## config.mk

```make
export PLATFORM = sky130hd
export DESIGN_NAME = instr_fetch_unit
export DESIGN_NICKNAME = d
export VERILOG_FILES = /design/src/rtl/instr_fetch_unit_pkg.sv /design/src/rtl/instr_mem_ram.sv /design/src/rtl/instr_fetch_unit.sv
export SDC_FILE = /design/constraint.sdc
export NUM_CORES = 1
export LEC_CHECK = 0
export CAP_MARGIN = 10
export CORE_MARGIN = 2
export CORE_UTILIZATION = 40
export CTS_CLUSTER_SIZE = 8
export DETAILED_ROUTE_END_ITERATION = 16
export PLACE_DENSITY = 0.7
export REMOVE_ABC_BUFFERS = 1
export SLEW_MARGIN = 15
export SYNTH_ARGS = -nofsm -noshare
export SYNTH_HDL_FRONTEND = slang
export SYNTH_SLANG_ARGS = --single-unit
export TNS_END_PERCENT = 1
```

## constraint.sdc

```tcl
create_clock -name clk -period 2 [get_ports clk]
set_input_delay 0.4 -clock clk [delete_from_list [all_inputs] [get_ports clk]]
set_output_delay 0.4 -clock clk [all_outputs]
set_load 0.01 [all_outputs]
```

## src/rtl/instr_fetch_unit_pkg.sv

```systemverilog
// instr_fetch_unit_pkg: shared instruction/opcode/error types and the default program for instr_fetch_unit
// INSTR_DEFAULT_PROGRAM backs the ROM used when INSTR_MEM_LOAD_EN is undefined.
package instr_fetch_unit_pkg;

    typedef struct packed {
        logic [7:0] op;
        logic [7:0] dev;
        logic [7:0] reg_addr;
        logic [7:0] data;
    } st_instructionData;

    typedef enum logic [7:0] {
        OP_NOP    = 8'h00,
        OP_I2C_RD = 8'h01,
        OP_I2C_WR = 8'h02,
        OP_END    = 8'hFF
    } opcode_e;

    typedef enum logic [3:0] {
        ERR_NONE       = 4'd0,
        ERR_ADDR       = 4'd1,
        ERR_OVERRUN    = 4'd2,
        ERR_WR_BUSY    = 4'd3,
        ERR_START_BUSY = 4'd4,
        ERR_ABORT      = 4'd5
    } error_e;

    typedef enum logic [2:0] {IDLE, FETCH, DECODE, PRESENT, DONE} fsm_state_e;

    localparam logic [31:0] INSTR_DEFAULT_PROGRAM [16] = '{
        32'h0100F000, 32'h021DAB32, 32'hFF000000, 32'h00000000,
        32'h01481122, 32'h02483344, 32'h00000000, 32'hFF000000,
        32'h02500155, 32'h01500100, 32'hFF000000, 32'h00000000,
        32'h00000000, 32'h02771234, 32'h01770000, 32'hFF000000
    };

    // Beyond the table: END every 16 words, and the last four words never END so a late start overruns.
    function automatic logic [31:0] default_word(input int a, input int depth);
        logic [7:0] lo;
        lo = 8'(a);
        if (a < 16) return INSTR_DEFAULT_PROGRAM[a[3:0]];
        if (a >= depth - 4) return {OP_I2C_RD, 8'h50, lo, 8'hA5};
        return (a % 16 == 15) ? {OP_END, 24'h0} : {OP_I2C_WR, 8'h20, lo, ~lo};
    endfunction

endpackage

```

## src/rtl/instr_mem_ram.sv

```systemverilog
// instr_mem_ram: instruction store with one write port and a registered read port
// INSTR_MEM_LOAD_EN builds a zero-initialised RAM; otherwise a ROM of the package default program.
module instr_mem_ram
    import instr_fetch_unit_pkg::*;
#(
    parameter int DEPTH = 256,
    parameter int DATA_W = 32,
    localparam int ADDR_W = $clog2(DEPTH)
) (
    input  logic              clk,
    input  logic              we,
    input  logic [ADDR_W-1:0] waddr,
    input  logic [DATA_W-1:0] wdata,
    input  logic [ADDR_W-1:0] raddr,
    output logic [DATA_W-1:0] rdata
);

`ifdef INSTR_MEM_LOAD_EN
    logic [DATA_W-1:0] mem [DEPTH] = '{default: '0};

    always_ff @(posedge clk) begin
        if (we) mem[waddr] <= wdata;
        rdata <= mem[raddr];
    end
`else
    logic unused_wr;
    assign unused_wr = ^{we, waddr, wdata};

    always_ff @(posedge clk) rdata <= DATA_W'(default_word(int'(raddr), DEPTH));
`endif

endmodule

```

## src/rtl/instr_fetch_unit.sv

```systemverilog
// instr_fetch_unit: walks the instruction store from start_addr, presenting each word over valid/ready until END
// INSTR_MEM_LOAD_EN enables runtime program loading through wr_*; otherwise the store is the default ROM.
module instr_fetch_unit
    import instr_fetch_unit_pkg::*;
#(
    parameter int DEPTH = 256,
    parameter int DATA_W = 32,
    localparam int ADDR_W = $clog2(DEPTH)
) (
    input  logic              clk,
    input  logic              reset_n,
    input  logic              start,
    input  logic [ADDR_W-1:0] start_addr,
    input  logic              abort,
    output st_instructionData instr_data,
    output logic              instr_valid,
    input  logic              instr_ready,
    output logic              busy,
    output logic              done,
    input  logic              wr_en,
    input  logic [ADDR_W-1:0] wr_addr,
    input  logic [DATA_W-1:0] wr_data,
    output logic [3:0]        error_code
);

    fsm_state_e        state_q, state_d;
    logic [ADDR_W-1:0] pc_q, pc_d;
    st_instructionData data_d, word;
    logic              valid_d, idle, start_ok, wr_ok, last;
    error_e            err_q, err_d;
    logic [DATA_W-1:0] rd_data;

    assign idle       = state_q == IDLE;
    assign start_ok   = int'(start_addr) < DEPTH;
    assign wr_ok      = int'(wr_addr) < DEPTH;
    assign last       = int'(pc_q) == DEPTH - 1;
    assign word       = rd_data;
    assign busy       = !idle;
    assign done       = state_q == DONE && !abort;
    assign error_code = err_q;

    // Writes only land while idle, so the read port never races a write during a program.
    instr_mem_ram #(.DEPTH(DEPTH), .DATA_W(DATA_W)) u_mem (
        .clk   (clk),
        .we    (wr_en && idle && wr_ok),
        .waddr (wr_addr),
        .wdata (wr_data),
        .raddr (pc_q),
        .rdata (rd_data)
    );

    always_comb begin
        state_d = state_q;
        pc_d    = pc_q;
        data_d  = instr_data;
        valid_d = instr_valid;
        err_d   = err_q;
        if (!idle && start) err_d = ERR_START_BUSY;
`ifdef INSTR_MEM_LOAD_EN
        if (!idle && wr_en) err_d = ERR_WR_BUSY;
`endif
        case (state_q)
            IDLE: begin
                if (start && start_ok) begin
                    pc_d    = start_addr;
                    err_d   = ERR_NONE;
                    state_d = FETCH;
                end else if (start) err_d = ERR_ADDR;
`ifdef INSTR_MEM_LOAD_EN
                if (wr_en && !wr_ok) err_d = ERR_ADDR;
`endif
            end
            FETCH:  state_d = DECODE;
            DECODE: begin
                state_d = word.op == OP_END ? DONE : PRESENT;
                data_d  = word.op == OP_END ? instr_data : word;
                valid_d = word.op != OP_END;
            end
            PRESENT: if (instr_valid && instr_ready) begin
                valid_d = 1'b0;
                state_d = last ? IDLE : FETCH;
                pc_d    = last ? pc_q : pc_q + 1'b1;
                err_d   = last ? ERR_OVERRUN : err_d;
            end
            default: state_d = IDLE;
        endcase
        // Abort outranks everything, including a handshake in the same cycle.
        if (!idle && abort) begin
            state_d = IDLE;
            valid_d = 1'b0;
            err_d   = ERR_ABORT;
        end
    end

    always_ff @(posedge clk or negedge reset_n) begin
        if (!reset_n) begin
            state_q     <= IDLE;
            pc_q        <= '0;
            instr_data  <= '0;
            instr_valid <= 1'b0;
            err_q       <= ERR_NONE;
        end else begin
            state_q     <= state_d;
            pc_q        <= pc_d;
            instr_data  <= data_d;
            instr_valid <= valid_d;
            err_q       <= err_d;
        end
    end

endmodule
```

==> impl_metrics.yaml <==
yosys:
  synth_edf_count: 0
  synth_fa_ha_area_share_pct: 2.46
  synthSimpleGateAreaFrac_pct: 14.1
  netlist.top_cell.by_area: "dfrtp_1"
  synth_cell_type_count: 52
  ys.flop_type: "dfrtp_1"
  synth_area_per_cell_um2: 10.2
  muxShareOfSynthArea_pct: 9.42
  netlist_instances: 300
  synth_top_family_by_area: "compound AO/OA/AOI/OAI gates"
  ys_seq_area_share_pct: 50.0
  synth_top_area_share_pct: 33.6
  synth_compound_area_share_pct: 16.3
  synth.area.top_cells: "dfrtp_1 (34%), dfxtp_1 (16%), mux2_2 (8.1%)"
  synthArstFlopShare_pct: 62.1
  synth-seq-cells: 66
  synthXorXnorAreaFrac_pct: 0.287
  synth_warnings: 0
  syn_area_um2: 3050
drt:
  drt_iter0_drc: 140
  vias: 2417
  drt_wl_total_mm: 6.65
  avgViaCountPerCell: 5.27
  ant_nets: 0
  post_drt_wl_per_cell_um: 14.5
  drt_first_pass_iters: 4
  drc: 0
finish:
  final_area_um2: 3880
  final_cells: 459
  diodes: 0
  fillCellCount: 675
  layout.core_utilization_pct: 52.9
  final_layout_size_suffix_gt1_share_pct: 18.9
  syn_to_final_growth_pct: 27.0
  nets: 415
sta:
  max_slew_margin_pct: 64.2
  hold_viol_final: 0
  finalSetupTns_ps: 0
  max_freq_ghz: 0.540
  whs_ps: 38.3
  worst_pin_slew_ps: 537
  fin_skew_ps: 10.3
  finalSetupViolations: 0
  fin_crit_ps: 1850
  postLayoutSetupSlackWorst_ps: 147
  period_share_pct: 92.7
  slew_viol_final: 0
  rsz0062_at_grt: "false"
cts:
  cts_root_buffer: "clkbuf_8"
  htreeDepth: 3
  ctsHoldBuffers: 0
  ctsResizeCount: 4
  cts_tree: "done"
  post_cts_buffers: 0
  clk-insertion-delay-late_ps: 340
  clk_pin_slew_worst_paths_ps: 70
  cts.path.max_buffers: 2
  clkSinkCount: 66
  cts_buffers: 9
worst_setup_path:
  crit_required_ps: 1600
  critPathLaunchType: "register"
  crit_slowest_cell: "dfrtp_2"
  path_cells: "nor3_2, inv_1, dlygate4sd2_1"
  worstSetupEndpointType: "output port"
  worstPathMaxFanout: 10
  worst_path_largest_cell_delay_ps: 480
  crit_type: "reg -> out"
  worstPathArrival_ps: 1450
floorplan:
  initial_utilization_pct: 41.7
  dieHeight_um: 91.4
  rows: 31
  top_level_ports: 93
  die_w_um: 91.4
  dieArea_um2: 8350
  core_area_um2: 7330
place:
  dp.cells: 443
  portBuffers: 50
  place_ws_ps: -89.3
  gp_congestion: 0.882
  placed_area_um2: 3680
  dp_hpwl_mm: 4.92
global_route:
  track_usage_pct: 16.7
  grt_remaining_overflow: 0
  antenna_found_initial: 0
  grt_pass1_vias: 2310
  grt_max_degree: 28
  grt_pass1_wl_mm: 11.0
hold_path:
  hp-class: "in -> async"
status:
  run_status: "completed"
power:
  total_power_mw: 6.35
  vdd_ir_drop_max_mv: 0.781
  p_leak_nw: 1.61
  powerDensity_nw_per_um2: 1640
job:
  maxCapViolCount: 0
-- power by group --
group	internal, mW	total (mW)	switching, mW
sequential	1.91	2.26	0.354
combinational	1.53	3.01	1.48
clock	0.612	1.08	0.469
total	4.05	6.35	2.30
-- cells in the final DEF, fill, tap and decap left out, drive strengths merged, types with 5 or more instances in the layout --
master         count
nand2             21
ha                 6
nor3               9
o22ai              6
a21oi             28
nand3              9
dfxtp             25
clkdlybuf4s50     47
o21ai             20
o22a               5
mux2              22
nor2              13
nand2b             5
clkbuf            12
inv               10
dfrtp             41
buf               24
-- metal layers --
metal	track usage, %	share of wire [%]	vias up	routed length, um
li1	-	-	1177	-
met1	22.5	47	1153	3100
met2	24.6	46	79	3080
met3	5.06	5.3	8	352
met4	7.58	1.7	0	110
met5	0	0	-	0
-- cells in the mapped netlist (2+ instances only) --
master and n:
nand2b_1 5, buf_2 8, o211ai_1 4, dfrtp_1 41, o22a_1 5, nand2_1 21
clkbuf_1 7, nor3b_1 2, a211oi_1 3, nand3_1 9, mux2i_1 4, nand3b_1 3
o31ai_1 2, inv_1 10, buf_6 4, buf_4 10, dfxtp_1 25, a31oi_1 2
o22ai_1 6, mux2_2 22, nor2_1 13, nor2b_1 2, and3_1 3, a21oi_1 28
a22o_1 3, nor3_1 9, o21ai_0 19, ha_1 6
-- worst max-delay path: cells and delay by family, from the launching register on --
family / cells / cell delay (ps)
flip-flops: 1 / 480
AND/OR/NAND/NOR: 1 / 250
buffers and inverters: 2 / 390
-- flip-flops by register name, summed over array words and instances (netlist names) --
signal and count:
error_code 4, instr_valid 1, instr_data 25, u_mem.rdata 25
state_q 3, pc_q 8
-- worst paths after layout --
path,from,end,slack [ps],depth (start not counted)
worst max-delay path,state_q[1]$_DFFE_PN0P_,busy,150,3
worst min-delay path,reset_n,error_code[3]$_DFF_PN0_,40,1
worst max register to register,pc_q[5]$_DFFE_PN0P_,u_mem.rdata[15]$_DFF_P_,220,4
worst min register to register,u_mem.rdata[11]$_DFF_P_,instr_data[11]$_DFFE_PN0P_,460,1
max in group asynchronous,reset_n,instr_data[13]$_DFFE_PN0P_,1460,2
min in group clk,u_mem.rdata[11]$_DFF_P_,instr_data[11]$_DFFE_PN0P_,460,1
-- layout make-up --
cell class	count	area, um2	share of cell area (%)
clock inverters	4	52.6	1.35
multi-input cells	195	1320	33.9
flip-flops and latches	66	1530	39.4
well taps	99	124	3.19
inverters	10	37.5	0.967
repair buffers	73	678	17.5
clock buffers	12	145	3.74
-- logic make-up after synthesis --
| family | after synthesis |
|---|---|
| multiplexers | 26 |
| flip-flops | 66 |
| AO/OA/AOI/OAI | 80 |
| XOR/XNOR | 1 |
| AND/OR/NAND/NOR | 81 |
| buffers and inverters | 39 |
| adder cells (fa/ha/maj) | 6 |
| other | 1 |
Note: power is estimated with default switching activity, not from simulation.
==> RTL edit 1, RTL diff (config.mk and constraints unchanged) <==
The 5 states of `fsm_state_e` get a one-hot encoding in 5 bits.
--- a/src/rtl/instr_fetch_unit_pkg.sv
+++ b/src/rtl/instr_fetch_unit_pkg.sv
@@ -25,7 +25,7 @@
         ERR_ABORT      = 4'd5
     } error_e;
 
-    typedef enum logic [2:0] {IDLE, FETCH, DECODE, PRESENT, DONE} fsm_state_e;
+    typedef enum logic [4:0] {IDLE = 5'b00001, FETCH = 5'b00010, DECODE = 5'b00100, PRESENT = 5'b01000, DONE = 5'b10000} fsm_state_e;
 
     localparam logic [31:0] INSTR_DEFAULT_PROGRAM [16] = '{
         32'h0100F000, 32'h021DAB32, 32'hFF000000, 32'h00000000,
Behaviour: no difference found for any inputs over 4 cycles, from zero or initial values and one cycle with reset_n low; so few cycles prove little.
==> RTL edit 1 against the original RTL <==
- core utilization grew 0.057 points
- final area is 11% higher
- sequential cell count increased by 2
- first-iteration DRC count up 14%
- worst setup slack got worse by 0.13 ns
- largest cell class unchanged
- synthesized area is 7.5% higher
- power fell by 4.4%
- clock power increased by 5%
- critical path depth stayed put
- final cell count up 5.9%
- routed wire length rose by 12%
==> RTL edit 1: results (changes against the original RTL) <==
| Metric | Value |
|---|---|
| Maximum clock frequency | `0.505 GHz (-6.4%)` |
| Final hold slack | `0.461 ns (+0.423 ns)` |
| Synth Area in Compound Gates | `17.5% (+1.2 points)` |
| Async set or reset register ratio after synthesis | `63.2% (+1.1 points)` |
| Max IR drop VDD | `0.000565 V (-28%)` |
| Yosys cell types | `61 (+17%)` |
| Routed wire length | `7.44 mm (+12%)` |
| Synthesized-area fraction occupied by adder cells | `2.29% (-0.17 points)` |
| Met3 wire length | `404 um (+15%)` |
| Top cells by instance count after synthesis | `sky130_fd_sc_hd__dfrtp_1 (42), sky130_fd_sc_hd__dfxtp_1 (25), sky130_fd_sc_hd__nand2_1 (23), sky130_fd_sc_hd__a21oi_1 (21), sky130_fd_sc_hd__mux2_4 (17)` |
| Detail-routed via count per cell | `5.42 (+2.9%)` |
| Via count of the first global-routing pass | `2,504 (+8.4%)` |
| Number of nets in the final layout | `436 (+5.1%)` |
| Fraction of the yosys area taken by sequential cells | `48.0% (-1.9 points)` |
| Total leakage power | `1.81 nW (+12%)` |
| Sum of met2 wire segment lengths after detailed routing | `3.68 mm (+20%)` |
| Placement Setup Slack | `-0.527 ns (-0.438 ns)` |
| Launch instance of the worst register-to-register path | `state_q[3]` |
| Worst hold-check path type | `flip-flop to flip-flop` |
| Slowest stage cell, crit path | `sky130_fd_sc_hd__or4_4` |
| R2R depth | `6 (+2)` |
| Total iterations of the first detailed-routing run | `5 (+1)` |
| Capturing element of the worst setup path | `done` |
| Proportion of synthesized area in mux cells | `11.0% (+1.6 points)` |
| First-pass GRT wire length | `12.2 mm (+10%)` |
| Initial antenna violation count | `0 (unchanged)` |
| Reg2reg setup slack | `0.04 ns (-0.18 ns)` |
| Global-route usage over all layers | `17.6% (+0.93 points)` |
| DP Wirelength | `5.36 mm (+8.9%)` |
| Top Registers | `instr_data: 25 flops, u_mem.rdata: 25 flops, pc_q: 8 flops` |
| Result of the run | `completed` |
| Area post-placement | `0.00400 mm2 (+8.6%)` |
| Clock latency on the worst-skew pair | `0.36 ns (+0.02 ns)` |
| Endpoint of the most critical register-to-register path | `pc_q[7]` |
| Top area cells in the synthesized netlist | `sky130_fd_sc_hd__dfrtp_1 (32%), sky130_fd_sc_hd__dfxtp_1 (15%), sky130_fd_sc_hd__mux2_4 (7.8%), sky130_fd_sc_hd__a21oi_1 (3.2%), sky130_fd_sc_hd__nand2_1 (2.6%)` |
| Maximum fanout count along the critical path | `2 (-8)` |
| Layout cell share with drive strength beyond 1 | `24.1% (+5.3 points)` |
| Start point of the critical path | `state_q[2]` |
| Critical path's top delay family | `simple AND/OR/NAND/NOR gates` |
| Critical path data arrival time | `1.58 ns (+0.13 ns)` |
| Maximum cell stage delay along the critical path | `0.54 ns (+0.06 ns)` |
| Final RePlAce weighted congestion | `0.859 (-2.6%)` |
| Worst setup skew after layout | `0.00836 ns (-0.00194 ns)` |
| Maximum number of pins on one net before global-route repair | `27 (-3.6%)` |
| Met1 wire length | `3.21 mm (+3.4%)` |
[RTL edit 1: area by class of cell]
type / instances / area [um2] / share of cell area [%]
Clock buffer: 9 / 124 / 2.89
Clock inverter: 7 / 75.1 / 1.75
Inverter: 11 / 41.3 / 0.963
Multi-Input combinational cell: 201 / 1540 / 35.8
Sequential cell: 68 / 1580 / 36.8
Tap cell: 105 / 131 / 3.06
Timing Repair Buffer: 85 / 801 / 18.7
[RTL edit 1: logic make-up after synthesis]
| group | after synthesis |
|---|---|
| multiplexers | 27 |
| flip-flops | 68 |
| buffers and inverters | 39 |
| AO/OA/AOI/OAI | 83 |
| AND/OR/NAND/NOR | 84 |
| other | 1 |
| adder cells (fa/ha/maj) | 6 |
[RTL edit 1: repair_timing]
| action | 4_1_cts | 5_1_grt |
|---|---|---|
| hold buffers | 1 | 0 |
| setup endpoints to repair | 7 | 29 |
| gates cloned | 0 | 1 |
| hold endpoints to repair | 2 | 0 |
| gates resized for setup | 9 | 12 |
| pin swaps | 1 | 2 |
[RTL edit 1: worst register-to-register path, stage by stage (launching register included)]
cell                        delay, ns
sky130_fd_sc_hd__dfrtp_1         0.46
sky130_fd_sc_hd__buf_4           0.21
sky130_fd_sc_hd__nand3b_1        0.21
sky130_fd_sc_hd__a2111oi_4       0.39
sky130_fd_sc_hd__buf_4           0.21
sky130_fd_sc_hd__o211ai_1        0.10
sky130_fd_sc_hd__a22o_1          0.27
[RTL edit 1: report_power, final]
part           switching (mW)  leakage [nW]  internal, mW  total, mW
clock                   0.554        0.0918         0.578       1.13
combinational            1.31         0.961          1.42       2.73
sequential              0.321         0.757          1.89       2.21
[RTL edit 1: stage by stage]
step           instances  util (%)
2_1_floorplan        280         -
3_3_place_gp         468      49.4
3_5_place_dp         468      49.4
4_1_cts              485      52.2
5_1_grt              486      53.0
6_report             486      53.0
==> RTL edit 2, RTL diff (config.mk and constraints unchanged) <==
Made on the original files. `DEPTH` is set to 256 in 2 places; all go to 128.
--- a/src/rtl/instr_mem_ram.sv
+++ b/src/rtl/instr_mem_ram.sv
@@ -3,7 +3,7 @@
 module instr_mem_ram
     import instr_fetch_unit_pkg::*;
 #(
-    parameter int DEPTH = 256,
+    parameter int DEPTH = 128,
     parameter int DATA_W = 32,
     localparam int ADDR_W = $clog2(DEPTH)
 ) (
--- a/src/rtl/instr_fetch_unit.sv
+++ b/src/rtl/instr_fetch_unit.sv
@@ -3,7 +3,7 @@
 module instr_fetch_unit
     import instr_fetch_unit_pkg::*;
 #(
-    parameter int DEPTH = 256,
+    parameter int DEPTH = 128,
     parameter int DATA_W = 32,
     localparam int ADDR_W = $clog2(DEPTH)
 ) (
Ports: changed (resized start_addr and wr_addr); port bits go from 93 to 91. No check against the original RTL was run, so the function may have changed too.
==> RTL edit 2 against the original RTL <==
- sequential cell count shrank 1
- power grew 2.9%
- synthesized area shrank 1.4%
- clock skew grew 0.00058 ns
- final area grew 1.3%
- via count shrank 1.7%
- worst setup slack lost 0.051 ns
- routed wire length shrank 0.78%
- global-route usage grew 0.80 points
- critical path type unchanged
==> RTL edit 2: results (changes against the original RTL) <==
| Metric | Value |
|---|---|
| Result of the run | `completed` |
| Global-route usage over all layers | `17.5% (+0.80 points)` |
| Top Registers | `instr_data: 25 flops, u_mem.rdata: 25 flops, pc_q: 7 flops` |
| Yosys cell types | `58 (+12%)` |
| Endpoint of the most critical register-to-register path | `instr_data[13]` |
| Launch instance of the worst register-to-register path | `state_q[1]` |
| Final hold slack | `0.445 ns (+0.407 ns)` |
| Worst hold-check path type | `flip-flop to flip-flop` |
| Detail-routed via count per cell | `5.19 (-1.4%)` |
| R2R depth | `6 (+2)` |
| Switching portion of total power | `35.9% (-0.32 points)` |
| Number of nets in the final layout | `412 (-0.72%)` |
| Maximum cell stage delay along the critical path | `0.46 ns (-0.02 ns)` |
| Number of levels in the clock H-tree | `3 (unchanged)` |
| Top area cells in the synthesized netlist | `sky130_fd_sc_hd__dfrtp_1 (33%), sky130_fd_sc_hd__dfxtp_1 (17%), sky130_fd_sc_hd__mux2_1 (8.2%), sky130_fd_sc_hd__a21oi_1 (3.3%), sky130_fd_sc_hd__ha_1 (2.5%)` |
| First-pass GRT wire length | `11.5 mm (+3.8%)` |
| Max IR drop VDD | `0.000634 V (-19%)` |
| Maximum fanout count along the critical path | `5 (-5)` |
| Synthesis warning total | `0 (unchanged)` |
| I/O Buffers | `49 (-2.0%)` |
| Final RePlAce weighted congestion | `0.885 (+0.34%)` |
| DP Wirelength | `4.72 mm (-4.1%)` |
| Routed len/inst | `14.4 um (-0.57%)` |
| Inserted Clock Buffers | `9 (unchanged)` |
| Worst setup skew after layout | `0.0109 ns (+0.000582 ns)` |
| Top cells by instance count after synthesis | `sky130_fd_sc_hd__dfrtp_1 (40), sky130_fd_sc_hd__dfxtp_1 (25), sky130_fd_sc_hd__mux2_1 (22)` |
| Total iterations of the first detailed-routing run | `4 (unchanged)` |
| Post-CTS Resized | `4 (unchanged)` |
| Async set or reset register ratio after synthesis | `61.5% (-0.58 points)` |
| Via count of the first global-routing pass | `2,377 (+2.9%)` |
| Layout cell share with drive strength beyond 1 | `14.5% (-4.4 points)` |
| Cts-stage hold buffer count | `1 (+1)` |
| DRT iter0 DRCs | `133 (-5.0%)` |
| Clock-pin slew reported for the worst setup and hold paths after clock tree synthesis | `0.07 ns (about the same)` |
| Fill cell count | `681 (+0.89%)` |
| Total leakage power | `1.65 nW (+2.1%)` |
| Fraction of the yosys area taken by sequential cells | `49.8% (-0.15 points)` |
| Maximum number of pins on one net before global-route repair | `26 (-7.1%)` |
==> RTL edit 2: changes by cell type in the layout (fill, tap and decap cells not counted), moves of 5 or more <==
cell	delta
sky130_fd_sc_hd__mux2_2	-22
sky130_fd_sc_hd__nor3_1	-5
sky130_fd_sc_hd__mux2_1	+22
sky130_fd_sc_hd__o21ai_1	+6
sky130_fd_sc_hd__a21oi_1	-8
sky130_fd_sc_hd__nor2_1	+7
sky130_fd_sc_hd__nand3_1	-5
==> RTL edit 2: routing by layer <==
layer  track usage [%]  routed length, um  part of all wire, %  vias to the layer above
li1                  -                  -                    -                     1169
met1              22.3               2930                   44                     1130
met2              28.2               3270                   50                       70
met3              4.01                299                  4.5                        8
met4              8.21                 92                  1.4                        0
met5                 0                  0                    0                        -
==> RTL edit 2: how the worst max path moves through the flow <==
stage                           from       endpoint  slack, ns
final                     state_q[0]           done        0.1
after global routing      state_q[0]           done     0.0009
after CTS                 state_q[0]           busy      -0.05
after detailed placement       abort           done      -0.04
after global placement         abort           done      -0.06
after floorplan           state_q[1]  instr_data[0]      -0.03
==> RTL edit 2: power by group through the flow <==
stage / sequential [mW] / combinational, mW / clock [mW]
floorplan: 2.42 / 1.37 / 0
finish: 2.15 / 3.04 / 1.34
detailed placement: 2.18 / 3.01 / 0
CTS: 2.16 / 3.03 / 1.38
global placement: 2.16 / 2.95 / 0
global route: 2.23 / 3.37 / 1.45
==> RTL edit 2: metrics by stage <==
stage | cells | instance area (um2) | setup WS, ns | TNS (ns) | power [mW]
floorplan | 268 | 2840 | -0.0312 | -0.687 | 3.79
global placement | 439 | 3650 | -0.0631 | -0.0631 | 5.10
detailed placement | 439 | 3650 | -0.0398 | -0.0398 | 5.19
CTS | 456 | 3910 | -0.0514 | -0.0514 | 6.58
global route | 458 | 3930 | 0.000891 | 0 | 7.04
finish | 458 | 3930 | 0.0964 | 0 | 6.53
==> RTL edit 2: layout make-up <==
cell class	instances	area [um2]	area share, %
tap	99	124	3.15
multi-input combinational	195	1320	33.5
inverter	8	30.0	0.764
clock inverter	6	116	2.96
sequential	65	1510	38.3
timing repair buffer	75	709	18.1
clock buffer	10	128	3.25
==> RTL edit 2: critical path, delay by kind of cell (launching register included) <==
kind,cells,cell delay [ns]
DFF,1,0.46
and+or+nand+nor,1,0.26
buffers and inverters,2,0.44
==> RTL edit 2: cells by family (layout without fill, tap and decap cells) <==
| logic type | Yosys count | in the layout | synth area share, % |
|---|---|---|---|
| multiplexers | 23 | 23 | 8.55 |
| adder cells (fa/ha/maj) | 6 | 6 | 2.49 |
| buffers and inverters | 37 | 99 | 6.64 |
| AND/OR/NAND/NOR | 83 | 83 | 14.5 |
| AO/OA/AOI/OAI | 82 | 82 | 17.8 |
| flip-flops | 65 | 65 | 49.8 |
| other | 1 | 1 | 0.124 |
